## config.mk

```make
export PLATFORM = sky130hd
export DESIGN_NAME = pll_refclk_supervisor
export DESIGN_NICKNAME = d
export VERILOG_FILES = /design/src/rtl/pll_refclk_supervisor.sv
export SDC_FILE = /design/constraint.sdc
export NUM_CORES = 1
export LEC_CHECK = 0
export CAP_MARGIN = 15
export CORE_MARGIN = 8
export CORE_UTILIZATION = 45
export CTS_CLUSTER_SIZE = 20
export DETAILED_ROUTE_END_ITERATION = 12
export DONT_BUFFER_PORTS = 1
export PLACE_DENSITY = 0.65
export SLEW_MARGIN = 20
export SYNTH_ARGS = -nofsm -noshare
export SYNTH_HDL_FRONTEND = slang
export SYNTH_SLANG_ARGS = --single-unit
```

## constraint.sdc

```tcl
create_clock -name clk27 -period 5.33 [get_ports clk27]
set_input_delay 1.066 -clock clk27 [delete_from_list [all_inputs] [get_ports clk27]]
set_output_delay 1.066 -clock clk27 [all_outputs]
set_load 0.05 [all_outputs]
```

## src/rtl/pll_refclk_supervisor.sv

```systemverilog
`default_nettype none
// ============================================================================
// pll_refclk_supervisor: sequences PLL reference switchover, areset and lock
// qualification with bounded retries, in the clk27 domain.
// Revision: 1.0
// ============================================================================
module pll_refclk_supervisor #(
   parameter int ARESET_WIDTH  = 27,
   parameter int LOCK_TIMEOUT  = 270000,
   parameter int SETTLE_CYCLES = 2700,
   parameter int MAX_RETRY     = 3,
   parameter int WARN_WIDTH    = 24
) (
   input  logic       clk27,
   input  logic       reset,
   input  logic       sel_i,
   input  logic       reconfig_busy_i,
   input  logic       pll_activeclock_i,
   input  logic       pll_locked_i,
   output logic       pll_clkswitch_o,
   output logic       pll_areset_o,
   output logic       busy_o,
   output logic       locked_o,
   output logic       fail_o,
   output logic       warn_o,
   output logic [1:0] retry_cnt_o
);

   localparam int C_TW = $clog2(LOCK_TIMEOUT + 1);
   localparam logic [C_TW-1:0] c_areset_last  = C_TW'(ARESET_WIDTH - 1);
   localparam logic [C_TW-1:0] c_timeout_last = C_TW'(LOCK_TIMEOUT - 1);
   localparam logic [C_TW-1:0] c_settle_last  = C_TW'(SETTLE_CYCLES - 1);
   localparam logic [C_TW-1:0] c_timer_one    = C_TW'(1);
   localparam logic [1:0]      c_max_retry    = 2'(MAX_RETRY);
   localparam logic [WARN_WIDTH-1:0] c_warn_one = WARN_WIDTH'(1);

   typedef enum logic [2:0] {
      ST_ARESET      = 3'd0,
      ST_WAIT_LOCK   = 3'd1,
      ST_SETTLE      = 3'd2,
      ST_MONITOR     = 3'd3,
      ST_SWITCH      = 3'd4,
      ST_WAIT_ACTIVE = 3'd5,
      ST_FAIL        = 3'd6,
      ST_RECONF      = 3'd7
   } state_t;

   state_t                state_q, state_d;
   logic [C_TW-1:0]       timer_q, timer_d;
   logic [1:0]            retry_q, retry_d;
   logic [WARN_WIDTH-1:0] warn_cnt_q, warn_cnt_d;
   logic                  target_q, target_d;
   logic                  sel_fail_q, sel_fail_d;
   logic                  act_meta_q, act_meta_d, act_s_q, act_s_d;
   logic                  lock_meta_q, lock_meta_d, lock_s_q, lock_s_d;
   logic                  areset_q, areset_d;
   logic                  clkswitch_q, clkswitch_d;
   logic                  busy_q, busy_d;
   logic                  locked_q, locked_d;
   logic                  fail_q, fail_d;
   logic                  warn_q, warn_d;
   logic [1:0]            retry_inc;
   logic                  warn_load;

   always_comb begin
      act_meta_d  = pll_activeclock_i;
      act_s_d     = act_meta_q;
      lock_meta_d = pll_locked_i;
      lock_s_d    = lock_meta_q;
      state_d     = state_q;
      target_d    = target_q;
      sel_fail_d  = sel_fail_q;
      retry_d     = retry_q;
      warn_load   = 1'b0;
      retry_inc   = retry_q + 2'd1;

      // pll_reconfig owns the PLL while busy; nothing else may move the FSM
      if (reconfig_busy_i) begin
         state_d = ST_RECONF;
      end else begin
         case (state_q)
            ST_ARESET: begin
               if (timer_q == c_areset_last) state_d = ST_WAIT_LOCK;
            end
            ST_WAIT_LOCK: begin
               if (lock_s_q) begin
                  state_d = ST_SETTLE;
               end else if (timer_q == c_timeout_last) begin
                  retry_d = retry_inc;
                  state_d = (retry_inc == c_max_retry) ? ST_FAIL : ST_ARESET;
               end
            end
            ST_SETTLE: begin
               if (!lock_s_q) begin
                  state_d = ST_WAIT_LOCK;
               end else if (timer_q == c_settle_last) begin
                  state_d = ST_MONITOR;
                  retry_d = 2'd0;
               end
            end
            ST_MONITOR: begin
               // a lock loss still raises the warning even when a switch wins
               if (!lock_s_q) warn_load = 1'b1;
               if (sel_i != act_s_q) begin
                  target_d = sel_i;
                  state_d  = ST_SWITCH;
               end else if (!lock_s_q) begin
                  state_d = ST_WAIT_LOCK;
               end
            end
            ST_SWITCH: begin
               state_d = ST_WAIT_ACTIVE;
            end
            ST_WAIT_ACTIVE: begin
               if (act_s_q == target_q) begin
                  state_d = ST_ARESET;
               end else if (timer_q == c_timeout_last) begin
                  retry_d = retry_inc;
                  state_d = (retry_inc == c_max_retry) ? ST_FAIL : ST_SWITCH;
               end
            end
            ST_FAIL: begin
               if (sel_i != sel_fail_q) begin
                  retry_d  = 2'd0;
                  target_d = sel_i;
                  state_d  = (act_s_q != sel_i) ? ST_SWITCH : ST_ARESET;
               end
            end
            ST_RECONF: begin
               state_d = ST_WAIT_LOCK;
               retry_d = 2'd0;
            end
            default: begin
               state_d = ST_ARESET;
            end
         endcase
      end

      if ((state_d == ST_FAIL) && (state_q != ST_FAIL)) begin
         warn_load  = 1'b1;
         sel_fail_d = sel_i;
      end

      if (state_d != state_q) begin
         timer_d = '0;
      end else if (timer_q == '1) begin
         timer_d = timer_q;
      end else begin
         timer_d = timer_q + c_timer_one;
      end

      if (warn_load) begin
         warn_cnt_d = '1;
      end else if (warn_cnt_q != '0) begin
         warn_cnt_d = warn_cnt_q - c_warn_one;
      end else begin
         warn_cnt_d = warn_cnt_q;
      end

      // outputs decoded from the next state so the registered copies track it
      areset_d    = (state_d == ST_ARESET);
      clkswitch_d = (state_d == ST_SWITCH);
      locked_d    = (state_d == ST_MONITOR);
      fail_d      = (state_d == ST_FAIL);
      busy_d      = !((state_d == ST_MONITOR) || (state_d == ST_FAIL));
      warn_d      = (warn_cnt_d != '0);
   end

   always_ff @(posedge clk27) begin
      if (reset) begin
         state_q     <= ST_ARESET;
         timer_q     <= '0;
         retry_q     <= 2'd0;
         warn_cnt_q  <= '0;
         target_q    <= 1'b0;
         sel_fail_q  <= 1'b0;
         act_meta_q  <= 1'b0;
         act_s_q     <= 1'b0;
         lock_meta_q <= 1'b0;
         lock_s_q    <= 1'b0;
         areset_q    <= 1'b1;
         clkswitch_q <= 1'b0;
         busy_q      <= 1'b1;
         locked_q    <= 1'b0;
         fail_q      <= 1'b0;
         warn_q      <= 1'b0;
      end else begin
         state_q     <= state_d;
         timer_q     <= timer_d;
         retry_q     <= retry_d;
         warn_cnt_q  <= warn_cnt_d;
         target_q    <= target_d;
         sel_fail_q  <= sel_fail_d;
         act_meta_q  <= act_meta_d;
         act_s_q     <= act_s_d;
         lock_meta_q <= lock_meta_d;
         lock_s_q    <= lock_s_d;
         areset_q    <= areset_d;
         clkswitch_q <= clkswitch_d;
         busy_q      <= busy_d;
         locked_q    <= locked_d;
         fail_q      <= fail_d;
         warn_q      <= warn_d;
      end
   end

   assign pll_areset_o    = areset_q;
   assign pll_clkswitch_o = clkswitch_q;
   assign busy_o          = busy_q;
   assign locked_o        = locked_q;
   assign fail_o          = fail_q;
   assign warn_o          = warn_q;
   assign retry_cnt_o     = retry_q;

endmodule
`default_nettype wire

```

### Word-level counts from Yosys, hierarchy flattened

Cells that the tools add are included.

* bits in registers: 60
* word-level logic and storage cells: 90

* bitwise operators: 1
* reduce and logical (&&, ||, !) cells: 12
* equality and inequality tests: 27
* add/sub/neg operators: 3
* mux-type cells: 31

Operator list (number)
* $mux W24: 2
* $reduce_bool A24 Y1: 2
* $mux W3: 13
* $eq A19 B19 Y1 const B: 2
* $pmux W3 S8: 1
* $sub A24 B1 Y24 const B: 1
* $add A19 B1 Y19 const B: 1
* $eq A19 B12 Y1 const B: 1
* $eq A19 B5 Y1 const B: 1
* $eq A3 B3 Y1 const B: 6
* $mux W2: 7
* $ne A2 B2 Y1 const B: 6
* $pmux W2 S5: 1
* $eq A3 B2 Y1 const B: 3
* $reduce_and A7 Y1: 1
* $logic_not A3 Y1: 2
* $mux W1: 6
* $reduce_bool A5 Y1: 1
* $reduce_and A4 Y1: 1
* $eq A3 B1 Y1 const B: 1
* $ne A1 B1 Y1: 3
* $ne A3 B3 Y1: 1
* $ne A3 B3 Y1 const B: 1
* $add A2 B1 Y2 const B: 1
* other kinds (9): 9

### Logic depth before layout (Yosys ltp)

Gate-level depths: netlist of run 1.

* word-level depth: 12
* depth in mapped cells: 11

### Least setup slack after synthesis of run 1

No wires, ideal clock.

* kind: in2reg
* start: in sel_i
* end: reg timer_q[0]
* data arrival time: 2.728 ns
* setup slack: 2.537 ns
* data required time: 5.266 ns
* buffers on the path: 2
* cell stages on the path: 9
* cells stage by stage: xnor2_1 > a21oi_1 > o21ai_0 > a211oi_4 > xnor2_1 > or4_1 > buf_2 > buf_6 > nor2_1

* longest elaborated chain between the ends: 7

Ends and longest elaborated chain
* start: declaration: line 16 `input logic sel_i,`
* $ne A1 B1 Y1: line 104, 126
* $mux W3: line 126 `state_d = (act_s_q != sel_i) ? ST_SWITCH : ST_ARESET;`
* $mux W3: line 123 `if (sel_i != sel_fail_q) begin`
* $pmux W3 S8 *: line 81 `case (state_q)`
* $mux W3 *: line 78 `if (reconfig_busy_i) begin`
* $ne A3 B3 Y1 *: line 144 `if (state_d != state_q) begin`
* $reduce_or A2 Y1 (no line) *
* end signal: assignment: line 189 `timer_q <= timer_d;`
* end: declaration: line 49 `logic [C_TW-1:0] timer_q, timer_d;`

Mark *: on every way between the ends. The rest lies on a longest branch, timed or not.
A chain may end at the register's enable or synchronous reset.

### Final worst setup path of run 1

* start: reg timer_q[14]
* end: reg timer_q[1]

* longest elaborated chain between the ends: 7

Ends and longest elaborated chain (line)
* $eq A19 B19 Y1 / $eq A19 B12 Y1 (equally long branches): 88, 117, 96
* $mux W3 (on tied branches): 117, 88, 96
* $mux W3 (on tied branches): 115, 86, 94
* $pmux W3 S8: 81
* $mux W3: 78
* $ne A3 B3 Y1: 144
* $reduce_or A2 Y1 (no line)

Parallel ways exist; a longest one is shown, timed or not.

==> results of run 1 <==
==> cell families (layout without fill, tap and decap cells) <==
| family | Yosys count | after routing | synth area share, % |
|---|---|---|---|
| mux | 6 | 6 | 1.92 |
| buf+inv | 28 | 25 | 5.01 |
| flops | 60 | 60 | 37.5 |
| xor+xnor | 43 | 43 | 11.8 |
| fa+ha+maj | 5 | 5 | 1.96 |
| compound gates | 58 | 58 | 11.7 |
| simple gates | 173 | 173 | 30.1 |
==> layer usage <==
metal / global-route usage, % / up-vias
li1: - / 1329
met1: 18.7 / 1211
met2: 21.0 / 59
met3: 4.57 / 7
met4: 5.12 / 0
met5: 0 / -
==> metrics by stage <==
step	cell area, um2	worst slack (ns)
detailed placement	3200	2.09
CTS	3370	2.18
finish	3380	2.17
global route	3380	2.04
global placement	3200	2.14
floorplan	3200	2.54
==> worst reg2reg max path: stages, from the launching register on <==
cell and delay, ns:
dfxtp_1 0.35, or4_4 0.59, or4_4 0.54, nor2_1 0.18, a211oi_4 0.13, xnor2_1 0.15
or4_1 0.82, a211oi_1 0.31
==> cells in the final DEF, fill, tap and decap left out, types with 6 or more instances in the layout <==
master,Yosys,layout
xnor2_1,30,30
nor3_1,19,19
clkbuf_8,2,11
inv_1,10,10
a21oi_1,28,28
dfxtp_1,60,60
nand3_1,17,17
xor2_1,13,13
o21ai_0,7,7
nor2b_1,6,6
nor2_1,44,44
nand2_1,24,24
nand4_1,12,12
nor4_1,11,11
==> report_power, final <==
group | internal [mW] | switching (mW)
clock | 0.190 | 0.162
combinational | 0.160 | 0.197
sequential | 0.506 | 0.0839
total | 0.857 | 0.443
==> worst min-delay path by stage <==
stage,end,cells after the start
5_1_grt,lock_s_q$_SDFF_PP0_,1
3_3_place_gp,lock_s_q$_SDFF_PP0_,1
6_report,lock_s_q$_SDFF_PP0_,1
2_1_floorplan,act_s_q$_SDFF_PP0_,1
3_5_place_dp,lock_s_q$_SDFF_PP0_,1
4_1_cts,lock_s_q$_SDFF_PP0_,1
==> layout make-up <==
class	instances	share of cell area (%)
clock inverters	2	0.296
multi-input cells	285	54.9
flip-flops and latches	60	35.5
clock buffers	13	4.69
inverters	10	1.11
well taps	96	3.55
==> registers in the layout, indices dropped and copies added, names as in the netlist <==
register and count:
pll_areset_o 1, target_q 1, locked_o 1, timer_q 19, busy_o 1, retry_cnt_o 2, pll_clkswitch_o 1, act_s_q 1
lock_s_q 1, lock_meta_q 1, warn_o 1, state_q 3, sel_fail_q 1, warn_cnt_q 24, act_meta_q 1, fail_o 1
==> reports/qor.yml, run 1 <==
drt_wl_total_mm: 6.52
clkLatencyLatePin_ns: 0.33
setup_viol: 0
synthTopCellsByArea: "dfxtp_1 (38%), xnor2_1 (8.2%), nor2_1 (5.2%), a21oi_1 (4.4%), xor2_1 (3.6%)"
synth_seq_cells: 60
hold_viol_final: 0
post_cts_buffers: 0
cts_resized: 0
wl_per_cell_um: 14.0
postCtsHoldBufs: 0
fin_nets: 377
area_growth_pct: 5.79
maxSlewHeadroom_pct: 49.6
rrSetupSlack_ns: 2.17
io_buffers: 0
r2r-end: "timer_q[1]$_SDFFE_PP0P_"
slew_violations: 0
endpoint_kind: "flop"
dp.cells: 451
yosys.area.top_type: "dfxtp_1"
synth_flop_cell: "dfxtp_1"
power_mw: 1.30
dieWidth_um: 100
crit_start: "timer_q[14]$_SDFFE_PP0P_"
clockBufferDepth: 2
hpwlAfterDp_mm: 4.59
synth_area_mm2: 0.00320
wl_met1_mm: 3.23
gp_congestion: 0.877
cap_viol_max_count: 0
rsz0062_at_grt: "false"
antenna_found_initial: 0
tightest_slew_ns: 0.753
cp.arrival_ns: 3.40
drive_gt1_share_pct: 7.84
yosysMostFrequentCell: "dfxtp_1"
fin_crit_ns: 3.16
whs_ns: 0.435
synth_cell_types: 55
seq_area_frac_synth_pct: 37.5
synthCells: 373
clock_skew_ns: 0.00721
synthArstFlopShare_pct: 0
drtIter0Drc: 179
grt_first_pass_wirelength_mm: 11.6
coreArea_mm2: 0.00683
timing.final.crit_share_pct: 59.3
slowest_delay_ns: 0.82
met2_length_mm: 2.86
ys_warn_count: 0
num_antenna_cells: 0
grt_pass1_vias: 2477
crit_chain: "or4_4, or4_4, nor2_1, a211oi_4, xnor2_1, or4_1, a211oi_1"
syn_nets: 384
critPathMostFrequentCell: "or4_4"
clock-sinks: 60
start_util_pct: 46.8
crit_required_ns: 5.56
viasPerCell: 5.59
irDropWorstVdd_mv: 0.139
grt.overflow.total: 0
num_rows: 30
reg2reg_depth: 7
hold_class: "reg -> reg"
critical_path_depth: 7
wl_met3_um: 338
postRouteAntennaNets: 0
tns_ns: 0
crit_buf_inv: 0
io_pins: 14
clk_pin_slew_worst_paths_ns: 0.06
grt_max_degree: 39
hp-start: "lock_meta_q$_SDFF_PP0_"
cts_tree: "done"
fillCellCount: 656
p_leak_nw: 1.13
root_buffer: "clkbuf_8"
cpLargestDelayFamily: "simple AND/OR/NAND/NOR gates"
synth_commonest_cells: "dfxtp_1 (60), nor2_1 (44), xnor2_1 (30), a21oi_1 (28), nand2_1 (24)"
seq_area_mm2: 0.00120
synth_top_area_share_pct: 37.5
utilization_pct: 49.5
r2r-start: "timer_q[14]$_SDFFE_PP0P_"
first_pass_iters: 4
die_area_mm2: 0.0101
multi_input_area_mm2: 0.00186
path_max_fanout: 19
worst-setup-path-type: "reg -> reg"
vias: 2606
cellPowerDensity_mw_per_mm2: 384
syn-mean-instance-area_um2: 8.58
crit_end: "timer_q[1]$_SDFFE_PP0P_"
htreeDepth: 3
cts_buffers: 9
top_layer: "met4"
die_h_um: 100
max_freq_mhz: 316
grt_usage_pct: 14.2
status: "completed"
crit_path_top_delay_cell: "or4_1"
drc: 0
synth_edf_count: 0
critPathLaunchType: "flop"
layout.cells.non_filler: 466
Note: power is estimated with default switching activity, not from simulation.
==> run 2, diff against run 1 <==
Clock period 5.33 ns to 3.2 ns, I/O delays scaled along.
==> run 2 against run 1 <==
Die area stayed put. Design area is 2.2% higher. First-iteration DRC count fell by 4.5%. Core utilization increased by 1.1 points. Worst setup slack worse by 1.8 ns. Clock power increased by 81%. Sequential power grew 66%. Flip-flop and latch count did not move. Final cell count increased by 2.1%. Critical endpoint is now timer_q[14]$_SDFFE_PP0P_. Combinational power up 74%. Hold slack got worse by 0.074 ns.
==> reports/qor.yml, run 2 (synthesis gave the netlist of run 1 again) <==
grt.busiest_layer: "met2"
grt.overflow.total: 0  # unchanged
grt_pass1_vias: 2573  # +3.9%
clkLatencyLatePin_ns: 0.35  # +0.02 ns
regMostFlops: "warn_cnt_q"
use_met3_pct: 4.36  # -0.21 points
drc: 0  # unchanged
clk_pin_slew_worst_paths_ns: 0.07  # about the same
crit_required_ns: 3.47  # -2.09 ns
start_util_pct: 46.8  # unchanged
max_freq_mhz: 347  # +9.8%
p_comb_share_pct: 27.8  # +0.3 points
grt_usage_pct: 14.9  # +0.67 points
pwr-share-seq_pct: 43.8  # -1.6 points
tns_ns: 0  # unchanged
dieWidth_um: 100  # unchanged
post_cts_buffers: 0  # unchanged
cts_resized: 0  # unchanged
p_leak_nw: 1.17  # +3.6%
htreeDepth: 3  # unchanged
cp.arrival_ns: 3.15  # -0.25 ns
hpwlAfterDp_mm: 4.62  # +0.51%
num_rows: 30  # unchanged
first_pass_iters: 5  # +1
slew_violations: 0  # unchanged
grt_first_pass_wirelength_mm: 12.1  # +3.9%
worst-setup-path-type: "reg -> reg"
maxSlewHeadroom_pct: 61.7  # +12 points
num_antenna_cells: 0  # unchanged
timing.final.crit_share_pct: 90.0  # +31 points
io_pins: 14  # unchanged
largestRegisters: "warn_cnt_q: 24 flops, timer_q: 19 flops, state_q: 3 flops"
rsz0062_at_grt: "false"
layout_commonest_cell: "dfxtp_1"
endpoint_kind: "flop"
io_buffers: 0  # unchanged
die_area_mm2: 0.0101  # unchanged
cts_buffers: 9  # unchanged
die_h_um: 100  # unchanged
utilization_pct: 50.6  # +1.1 points
cap_viol_max_count: 0  # unchanged
area_growth_pct: 8.13
p_int_mw: 1.45  # +69%
use_met2_pct: 21.9  # +0.92 points
final_cell_mix: "dfxtp_1 (60), nor2_1 (44), xnor2_1 (30)"
largest_reg_flops: 24  # unchanged
cts_tree: "done"
switching_share_pct: 35.4  # +1.3 points
use_met1_pct: 19.2  # +0.53 points
viasPerCell: 5.58  # -0.18%
hold_viol_final: 0  # unchanged
drt_wl_total_mm: 6.65  # +2.0%
critPathLaunchType: "flop"
fin_nets: 386  # +2.4%
clock_skew_ns: 0.0132  # +0.00603 ns
antenna_found_initial: 0  # unchanged
drtIter0Drc: 171  # -4.5%
wl_per_cell_um: 14.0  # -0.10%
grt_max_degree: 39  # unchanged
path_max_fanout: 19  # unchanged
drive_gt1_share_pct: 10.8  # +3.0 points
clock-sinks: 60  # unchanged
root_buffer: "clkbuf_8"
hold_class: "in -> reg"
coreArea_mm2: 0.00683  # unchanged
fin_crit_ns: 2.88  # -0.283 ns
clkPwrFrac_pct: 28.5  # +1.4 points
postCtsHoldBufs: 0  # unchanged
irDropWorstVdd_mv: 0.220  # +58%
setup_viol: 0  # unchanged
postRouteAntennaNets: 0  # unchanged
vias: 2657  # +2.0%
clockBufferDepth: 2  # unchanged
power_switching_mw: 0.793  # +79%
status: "completed"
tightest_slew_ns: 0.567  # -0.187 ns
gp_congestion: 0.855  # -2.6%
cellPowerDensity_mw_per_mm2: 648  # +69%
-- run 2: cell types whose count changed in the layout (fill, tap and decap cells not counted) --
cell,previous run,this run
buf_4,0,9
clkinvlp_4,0,3
clkbuf_1,2,0
a41oi_2,0,1
a41oi_4,1,0
clkinv_2,2,1
clkinv_4,0,1
-- run 2: path summary, 6_finish.rpt --
path,from,to,slack (ns),cells after the start
worst min register to register,lock_meta_q$_SDFF_PP0_,lock_s_q$_SDFF_PP0_,0.45,1
worst max register to register,timer_q[14]$_SDFFE_PP0P_,timer_q[14]$_SDFFE_PP0P_,0.32,8
worst max-delay path,timer_q[14]$_SDFFE_PP0P_,timer_q[14]$_SDFFE_PP0P_,0.32,8
worst min-delay path,reset,lock_meta_q$_SDFF_PP0_,0.36,1
-- run 2: area by class of cell --
cell class	count	area [um2]
fillers	644	3370
multi-input cells	285	1850
flip-flops and latches	60	1200
clock buffers	11	151
well taps	96	120
repair buffers	9	67.6
inverters	10	37.5
clock inverters	5	36.3
-- run 2: metrics by stage --
step	setup slack, ns	hold WS [ns]	total power [mW]	instance area (um2)	instances
CTS	0.322	0.340	2.26	3460	476
floorplan	0.478	0.414	1.49	3200	373
finish	0.320	0.361	2.24	3460	476
global route	0.153	0.339	2.40	3460	476
detailed placement	0.339	0.448	1.61	3270	460
global placement	0.388	0.417	1.60	3270	460
-- run 2: routing by layer --
| layer | part of all wire, % | vias up | wire (um) |
|---|---|---|---|
| met5 | 0 | - | 0 |
| met4 | 1.9 | 0 | 127 |
| met3 | 4.9 | 11 | 327 |
| met2 | 43 | 54 | 2870 |
| met1 | 50 | 1249 | 3330 |
| li1 | - | 1343 | - |
-- run 2: power groups by stage --
stage	combinational [mW]	clock [mW]	sequential, mW
after CTS	0.620	0.660	0.980
after detailed placement	0.615	0	0.996
after floorplan	0.534	0	0.959
final	0.622	0.638	0.981
after global placement	0.609	0	0.995
after global routing	0.709	0.690	0.998
-- run 2: worst max-delay path, stage by stage (launching register included) --
cell and delay [ns]:
dfxtp_1 0.35, or4_4 0.58, or4_4 0.53, nor2_1 0.19, a211oi_4 0.13, xnor2_1 0.15
or4_1 0.48, buf_4 0.22, nor3b_2 0.17
